`src/rtl/bram_fifo.sv`:
```
// rtl/bram_fifo.sv - ready/valid FIFO controller on a 256x16 simple dual-port BRAM.
// Optional BRAM_FIFO_LEVEL_EN adds a registered o_level occupancy output.
module bram_fifo #(
   parameter int ADDR_SZ = 8,
   parameter int DATA_SZ = 16
) (
   input  logic               i_clk,
   input  logic               i_rst,
   input  logic               i_valid,
   input  logic [DATA_SZ-1:0] i_data,
   output logic               o_ready,
   output logic               o_valid,
   output logic [DATA_SZ-1:0] o_data,
   input  logic               i_ready,
   output logic               o_wr_en,
   output logic [ADDR_SZ-1:0] o_waddr,
   output logic [DATA_SZ-1:0] o_wdata,
   output logic               o_rd_en,
   output logic [ADDR_SZ-1:0] o_raddr,
`ifdef BRAM_FIFO_LEVEL_EN
   output logic [ADDR_SZ:0]   o_level,
`endif
   input  logic [DATA_SZ-1:0] i_rdata
);

   localparam logic [ADDR_SZ:0] FULL_CNT = {1'b1, {ADDR_SZ{1'b0}}};

   logic [ADDR_SZ-1:0] wptr_q, wptr_d;
   logic [ADDR_SZ-1:0] rptr_q, rptr_d;
   logic [ADDR_SZ:0]   cnt_q, cnt_d;
   logic               pend_q, pend_d;
   logic               valid_q, valid_d;
   logic [DATA_SZ-1:0] data_q, data_d;
   logic               push, pop, rd_en;

   always_comb begin
      o_ready = (cnt_q != FULL_CNT);
      push    = i_valid & o_ready;
      pop     = valid_q & i_ready;
      // Only read when the output register is free by the time the data lands.
      rd_en   = (cnt_q != '0) & ~pend_q & (~valid_q | i_ready);

      wptr_d  = push  ? wptr_q + 1'b1 : wptr_q;
      rptr_d  = rd_en ? rptr_q + 1'b1 : rptr_q;
      pend_d  = rd_en;
      cnt_d   = cnt_q + (ADDR_SZ+1)'(push) - (ADDR_SZ+1)'(rd_en);

      valid_d = valid_q;
      data_d  = data_q;
      if (pend_q) begin
         valid_d = 1'b1;
         data_d  = i_rdata;
      end else if (pop) begin
         valid_d = 1'b0;
      end
   end

   always_ff @(posedge i_clk) begin
      if (i_rst) begin
         wptr_q  <= '0;
         rptr_q  <= '0;
         cnt_q   <= '0;
         pend_q  <= 1'b0;
         valid_q <= 1'b0;
         data_q  <= '0;
      end else begin
         wptr_q  <= wptr_d;
         rptr_q  <= rptr_d;
         cnt_q   <= cnt_d;
         pend_q  <= pend_d;
         valid_q <= valid_d;
         data_q  <= data_d;
      end
   end

   assign o_valid = valid_q;
   assign o_data  = data_q;
   assign o_wr_en = push;
   assign o_waddr = wptr_q;
   assign o_wdata = i_data;
   assign o_rd_en = rd_en;
   assign o_raddr = rptr_q;

`ifdef BRAM_FIFO_LEVEL_EN
   logic [ADDR_SZ:0] level_q, level_d;

   always_comb begin
      level_d = cnt_d + (ADDR_SZ+1)'(pend_d) + (ADDR_SZ+1)'(valid_d);
   end

   always_ff @(posedge i_clk) begin
      if (i_rst) level_q <= '0;
      else       level_q <= level_d;
   end

   assign o_level = level_q;
`endif

endmodule

```
`config.mk`:
```
export PLATFORM = sky130hd
export DESIGN_NAME = bram_fifo
export DESIGN_NICKNAME = d
export VERILOG_FILES = /design/src/rtl/bram_fifo.sv
export SDC_FILE = /design/constraint.sdc
export NUM_CORES = 1
export LEC_CHECK = 0
export CAP_MARGIN = 10
export CORE_MARGIN = 2
export CORE_UTILIZATION = 40
export DETAILED_ROUTE_END_ITERATION = 16
export PLACE_DENSITY = 0.84
export SLEW_MARGIN = 20
export SYNTH_ARGS = -nofsm -noshare
export SYNTH_HDL_FRONTEND = slang
export SYNTH_SLANG_ARGS = --single-unit
```
`constraint.sdc`:
```
create_clock -name i_clk -period 2.8 [get_ports i_clk]
set_input_delay 0.28 -clock i_clk [delete_from_list [all_inputs] [get_ports i_clk]]
set_output_delay 0.28 -clock i_clk [all_outputs]
set_load 0.005 [all_outputs]
```
==> flow_summary.json, run 1 <==
{
  "antenna_left": 0,
  "crit_fanout": 3,
  "num_antenna_cells": 0,
  "status": "finished with violations",
  "via_per_inst": 5.000,
  "critPathTopFamily": "adder cells",
  "fp.dieW_um": 79.83,
  "async_flop_share_pct": 0,
  "grt_max_degree": 21,
  "start_kind": "flop",
  "routed_wl_um": 5166,
  "synth_warnings": 0,
  "worstPathArrival_ns": 3.05,
  "multi_input_area_sq_um": 1297,
  "gp_congestion": 0.8450,
  "synth_edf_count": 0,
  "post_drt_wl_per_cell_um": 13.49,
  "syn_inst": 240,
  "die_y_um": 79.83,
  "cts-buffers-inserted": 5,
  "h-tree-depth": 2,
  "fin_worst_skew_ns": 0.006291,
  "filler_cell_count": 465,
  "hold_depth": 2,
  "pin_count": 88,
  "io_buffers": 55,
  "finalHoldViolCount": 0,
  "cts_hold_buffers": 0,
  "crit_chain": "inv_2, ha_4, nor4b_4, a211oi_4, ha_1, inv_2, ha_4, fa_2, and3b_1, or3_4, a31oi_4, mux2_4",
  "drive_gt1_share_pct": 20.58,
  "min_period_over_period_pct": 102.2,
  "fmax_mhz": 349.5,
  "synthesis.nets": 291,
  "grt_overflow": 0,
  "clock_latency_ns": 0.29,
  "dr.pass1.iters": 4,
  "dieArea_sq_um": 6372,
  "clockBufferDepth": 2,
  "antenna_found_initial": 0,
  "synthesis.area_sq_um": 2300,
  "crit_path_top_delay_cell": "or3_4",
  "syn_to_final_growth_pct": 38.63,
  "place_ws_ns": -0.2683,
  "max_stage_delay_ns": 0.35,
  "synth_sequential_area_ratio_pct": 37.43,
  "ys_types": 48,
  "crit_type": "reg -> reg",
  "cts_tree": "done",
  "slew_headroom_pct": 46.94,
  "hp-class": "reg -> reg",
  "rrSetupSlack_ns": -0.06,
  "setup-tns-final_ns": -0.06100,
  "fin_ws_ns": -0.06100,
  "start_util_pct": 41.51,
  "grt_pass1_wl_um": 8142,
  "slew_viol_final": 0,
  "ys.flop_type": "dfxtp_1",
  "coreArea_sq_um": 5540,
  "ff_latch_area_sq_um": 863.3,
  "synth.avg_cell_area_sq_um": 9.582,
  "cts_num_sinks": 43,
  "post-route-util_pct": 57.54,
  "path_clk_slew_ns": 0.08,
  "p_per_area_nw_per_um2": 921.7,
  "cap_viol_max_count": 0,
  "grt_usage_pct": 15.97,
  "power.leakage_nw": 1.329,
  "layout.nets": 361,
  "worst_ep_required_time_ns": 2.98,
  "worstSetupEndpointType": "flop",
  "grt_pass1_vias": 1883,
  "tightest_slew_ns": 0.7934,
  "clock-root-buffer": "clkbuf_8",
  "hp-start": "o_waddr[7]$_SDFFE_PP0P_",
  "rsz0062_at_grt": "true",
  "dr.first_iter.drc_count": 45,
  "ys_seq_elements": 43,
  "hold_end": "o_waddr[7]$_SDFFE_PP0P_",
  "violations": "setup timing",
  "reg2reg_to": "cnt_q[6]$_SDFF_PP0_",
  "dp_hpwl_um": 3827,
  "period_needed_ns": 2.861,
  "drcViolationCount": 0,
  "r2r_start": "cnt_q[2]$_SDFF_PP0_",
  "rr_worst_depth": 12,
  "dr_total_vias": 1915,
  "vdd_drop_max_mv": 0.3844,
  "setup-violations-final": 1,
  "cp.buffers_inverters": 2,
  "rows": 27
}
layer usage:
layer / share of wire [%] / vias to the layer above / global-route usage (%) / routed length, um
li1: - / 946 / - / -
met1: 42 / 915 / 18.43 / 2179
met2: 52 / 48 / 28.74 / 2705
met3: 4.3 / 6 / 3.846 / 222
met4: 1.1 / 0 / 5.424 / 59
met5: 0 / - / 0 / 0
cell type report:
class	instances	share of cell area [%]
Inverter	15	1.766
Tap cell	72	2.826
Clock inverter	2	0.3925
Multi-Input combinational cell	159	40.70
Timing Repair Buffer	86	24.96
Clock buffer	6	2.276
Sequential cell	43	27.08
cell families (layout without fill, tap and decap cells):
| family | count (synthesis) | count (layout) | share of synthesized area, % |
|---|---|---|---|
| buffers and inverters | 38 | 109 | 8.922 |
| xor gates and xnor gates | 10 | 10 | 3.808 |
| muxes | 25 | 25 | 11.75 |
| AOI/OAI and AO/OA | 25 | 25 | 9.467 |
| and+or+nand+nor | 84 | 84 | 20.13 |
| adders and majority gates | 15 | 15 | 8.488 |
| DFF | 43 | 43 | 37.43 |
cell usage in the layout (no fill, tap or decap), types with 4 or more instances in the layout:
cell type and count:
xor2_1 5, ha_1 11, clkbuf_8 5, xnor2_1 4
dfxtp_1 41, and3_1 5, mux2i_1 18, mux2_4 4
clkdlybuf4s50_1 55, a21oi_1 4, nor2_1 38, inv_1 12
nor2b_1 11, buf_4 30
registers in the layout, summed over array words and instances, names as in the netlist:
register,cells
o_data,16
o_waddr,8
cnt_q,9
pend_q,1
o_valid,1
o_raddr,8
what timing repair did:
action	CTS	global route
pin swaps	6	3
gates resized for setup	0	4
endpoints found under the setup margin	1	3
hold endpoints to repair	0	0
buffers inserted	5	2
per-stage QoR:
step                      power, mW  hold WS [ns]  instance area [sq um]  std cells
after floorplan               1.845        0.4272                   2340        240
after global placement        2.321        0.4661                   3024        368
after detailed placement      2.393        0.4702                   3024        368
after CTS                     2.840        0.4841                   3147        381
after global routing          3.166        0.4913                   3188        383
final                         2.938        0.4868                   3188        383
worst min-delay path, delay by kind of cell, from the launching register on:
family         cells  cell delay [ns]
AO/OA/AOI/OAI      2             0.11
flip-flops         1             0.33
worst max-delay path by stage:
stage | startpoint | end | slack, ns | depth (start not counted)
final | cnt_q[2]$_SDFF_PP0_ | cnt_q[6]$_SDFF_PP0_ | -0.06 | 12
after global routing | cnt_q[2]$_SDFF_PP0_ | cnt_q[6]$_SDFF_PP0_ | -0.15 | 12
after CTS | cnt_q[2]$_SDFF_PP0_ | cnt_q[6]$_SDFF_PP0_ | -0.08 | 12
after detailed placement | i_ready | cnt_q[6]$_SDFF_PP0_ | -0.27 | 11
after global placement | i_ready | cnt_q[6]$_SDFF_PP0_ | -0.22 | 11
after floorplan | cnt_q[3]$_SDFF_PP0_ | cnt_q[6]$_SDFF_PP0_ | -0.20 | 12
synthesized netlist by cell type, types with 2 or more instances:
cell	number	area, sq um
ha_1	14	175.2
or3_1	3	18.77
clkbuf_1	4	15.01
and4_1	2	17.52
xnor2_1	5	43.79
mux2_1	3	33.78
a31oi_1	3	18.77
nor4_1	2	12.51
or2_2	2	12.51
mux2_4	3	45.04
nand2_1	3	11.26
dfxtp_1	43	860.8
and3_1	5	31.28
buf_2	2	10.01
a21oi_1	4	20.02
nand4_1	3	18.77
nor2b_1	11	68.82
xor2_1	5	43.79
o31ai_1	2	15.01
and2_1	3	18.77
buf_4	16	120.1
o211ai_1	3	22.52
nor2_1	38	142.6
o21bai_1	2	15.01
nand3_1	3	15.01
mux2i_1	18	180.2
or4_1	3	22.52
inv_1	15	56.30
where the power goes:
part	internal (mW)	leakage, nW	total [mW]	switching, mW
logic	0.964	0.934	1.72	0.755
clock network	0.175	0.0412	0.388	0.213
registers	0.737	0.353	0.831	0.0945
total	1.88	1.33	2.94	1.06
No activity file was read; power rests on OpenSTA's default activity.
==> inputs of run 2 (changes only) <==
--- a/config.mk
+++ b/config.mk
@@ -5,11 +5,13 @@
 export SDC_FILE = /design/constraint.sdc
 export NUM_CORES = 1
 export LEC_CHECK = 0
+export ABC_AREA = 1
 export CAP_MARGIN = 10
 export CORE_MARGIN = 2
 export CORE_UTILIZATION = 40
+export CTS_CLUSTER_DIAMETER = 200
 export DETAILED_ROUTE_END_ITERATION = 16
-export PLACE_DENSITY = 0.84
+export PLACE_DENSITY = 0.83
 export SLEW_MARGIN = 20
 export SYNTH_ARGS = -nofsm -noshare
 export SYNTH_HDL_FRONTEND = slang
==> flow_summary.json, run 2 <==
{
  "reg2reg_to": "cnt_q[8]$_SDFF_PP0_",
  "async_flop_share_pct": 0,
  "syn_inst": 335,
  "post_dp_cell_area_sq_um": 2869,
  "dr_total_vias": 2155,
  "worstPathArrival_ns": 2.69,
  "start_util_pct": 42.13,
  "syn_to_final_growth_pct": 26.43,
  "synth_most_common_cell": "nor2_1",
  "setup-violations-final": 0,
  "ys_types": 25,
  "grt_usage_pct": 16.23,
  "hold_end": "o_data[6]$_SDFFE_PP0P_",
  "synth_sequential_area_ratio_pct": 36.65,
  "dp_hpwl_um": 3788,
  "die_y_um": 80.63,
  "slew_viol_final": 0,
  "drive_gt1_share_pct": 6.562,
  "fmax_mhz": 401.8,
  "setup-tns-final_ns": 0,
  "path_clk_slew_ns": 0.08,
  "synth.avg_cell_area_sq_um": 7.010,
  "via_per_inst": 4.757,
  "fp.dieW_um": 80.63,
  "start_kind": "flop",
  "cts_hold_buffers": 0,
  "synthesis.nets": 386,
  "max_stage_delay_ns": 0.39,
  "cts_tree": "done",
  "layout_common_cells": "62 x nor2_1, 57 x nand2_1, 55 x clkdlybuf4s50_1",
  "gp_congestion": 0.8168,
  "coreArea_sq_um": 5574,
  "vdd_drop_max_mv": 0.4507,
  "rsz0062_at_grt": "false",
  "ys.flop_type": "dfxtp_1",
  "power.leakage_nw": 1.343,
  "r2r_start": "cnt_q[5]$_SDFF_PP0_",
  "p_per_area_nw_per_um2": 827.9,
  "hp-class": "reg -> reg",
  "grt_pass1_vias": 1922,
  "crit_type": "reg -> reg",
  "layout.nets": 431,
  "synthesis.area_sq_um": 2349,
  "rows": 27,
  "critPathTopFamily": "adder cells",
  "status": "complete, no violations",
  "rrSetupSlack_ns": 0.31,
  "dr.pass1.iters": 4,
  "cap_viol_max_count": 0,
  "min_period_over_period_pct": 88.89,
  "crit_path_top_delay_cell": "fa_1",
  "yosys-top-cells-count": "62 x nor2_1, 57 x nand2_1, 47 x inv_1, 43 x dfxtp_1, 24 x nand3_1",
  "post-route-util_pct": 53.27,
  "h-tree-depth": 2,
  "slew_headroom_pct": 68.14,
  "ys_seq_elements": 43,
  "fin_worst_skew_ns": 0.006983,
  "largest_reg_flops": 16,
  "tightest_slew_ns": 0.4764,
  "place_ws_ns": 0.1884,
  "synth_edf_count": 0,
  "cts-buffers-inserted": 5,
  "routed_wl_um": 5050,
  "clock_latency_ns": 0.30,
  "yosys-top-cells-area": "dfxtp_1 37%, nor2_1 9.9%, nand2_1 9.1%",
  "dr.first_iter.drc_count": 58,
  "hold_depth": 2,
  "filler_cell_count": 521,
  "final_area_sq_um": 2969,
  "grt_overflow": 0,
  "clockBufferDepth": 2,
  "fin_ws_ns": 0.3110,
  "period_needed_ns": 2.489,
  "worst_ep_required_time_ns": 3.00,
  "yosysTopAreaCellShare_pct": 36.65,
  "dieArea_sq_um": 6500,
  "rr_worst_depth": 17,
  "crit_chain": "inv_1, ha_1, nand2_1, inv_1, nand4_4, nand2_8, inv_4, ha_1, inv_1, ha_1, fa_1, nand2_1, nand3_1, nand3_1, nand3_1, nand2_1, nor2_1",
  "num_antenna_cells": 0,
  "antenna_found_initial": 0,
  "grt_max_degree": 18,
  "synth_warnings": 0,
  "worstSetupEndpointType": "flop",
  "drcViolationCount": 0,
  "grt_pass1_wl_um": 8335,
  "synth_top_area_cell": "dfxtp_1",
  "layout_commonest_cell": "nor2_1",
  "io_buffers": 55,
  "pin_count": 88,
  "antenna_left": 0,
  "cp.buffers_inverters": 4,
  "clock-root-buffer": "clkbuf_8",
  "finalHoldViolCount": 0,
  "post_drt_wl_per_cell_um": 11.15,
  "crit_fanout": 6,
  "cts_num_sinks": 43,
  "design_power_total_mw": 2.458,
  "hp-start": "o_data[6]$_SDFFE_PP0P_"
}
[run 2: kinds of logic (layout without fill, tap and decap cells)]
family	Yosys count	after routing	synth area share [%]
and+or+nand+nor	161	161	30.69
buffers and inverters	76	122	15.24
DFF	43	43	36.65
AOI/OAI and AO/OA	37	37	7.991
adders and majority gates	15	15	8.311
xor gates and xnor gates	3	3	1.119
[run 2: per-layer routing]
layer | routed length [um] | global-route usage (%) | vias up
li1 | - | - | 1125
met1 | 2367 | 19.86 | 970
met2 | 2356 | 27.42 | 54
met3 | 270 | 4.270 | 6
met4 | 57 | 5.593 | 0
met5 | 0 | 0 | -
[run 2: worst min-delay path, stage by stage, from the launching register on]
cell and delay [ns]:
dfxtp_1 0.33, o21ai_0 0.07, nor2_1 0.08
[run 2: repair_timing]
item,CTS,global route
gates resized for setup,0,0
setup buffers,0,2
endpoints found under the setup margin,0,2
[run 2: final cells by class]
cell class / count / area [sq um] / area share (%)
inverters: 52 / 200.2 / 6.743
repair buffers: 62 / 603.1 / 20.31
clock buffers: 6 / 72.57 / 2.444
multi-input cells: 216 / 1130 / 38.05
flip-flops and latches: 43 / 860.8 / 28.99
well taps: 72 / 90.09 / 3.034
clock inverters: 2 / 12.51 / 0.4214
[run 2: worst max-delay path by stage]
stage                                   start                   to  slack, ns  cells past startpoint
after detailed placement              i_ready  cnt_q[8]$_SDFF_PP0_       0.19                     17
after global routing      cnt_q[7]$_SDFF_PP0_  cnt_q[8]$_SDFF_PP0_       0.09                     17
final                     cnt_q[5]$_SDFF_PP0_  cnt_q[8]$_SDFF_PP0_       0.31                     17
after floorplan           cnt_q[7]$_SDFF_PP0_  cnt_q[8]$_SDFF_PP0_       0.43                     17
after global placement                i_ready  cnt_q[8]$_SDFF_PP0_       0.28                     17
after CTS                 cnt_q[7]$_SDFF_PP0_  cnt_q[8]$_SDFF_PP0_       0.19                     17
[run 2: metrics by stage]
stage	cells	hold WS [ns]
floorplan	335	0.4149
global placement	443	0.4736
detailed placement	443	0.4907
CTS	451	0.5120
global route	453	0.5414
finish	453	0.5053
[run 2: power breakdown]
group	internal [mW]	total, mW	switching, mW
combinational	0.522	1.22	0.699
clock	0.175	0.391	0.216
sequential	0.747	0.846	0.0994
total	1.44	2.46	1.01
==> inputs of run 3 (changes only) <==
--- a/config.mk
+++ b/config.mk
@@ -9,8 +9,9 @@
 export CAP_MARGIN = 10
 export CORE_MARGIN = 2
 export CORE_UTILIZATION = 40
-export CTS_CLUSTER_DIAMETER = 200
+export CTS_CLUSTER_DIAMETER = 50
 export DETAILED_ROUTE_END_ITERATION = 16
+export GPL_ROUTABILITY_DRIVEN = 0
 export PLACE_DENSITY = 0.83
 export SLEW_MARGIN = 20
 export SYNTH_ARGS = -nofsm -noshare
==> results of run 3 <==
The final DEF is identical to that of run 2; final timing and power are the same.
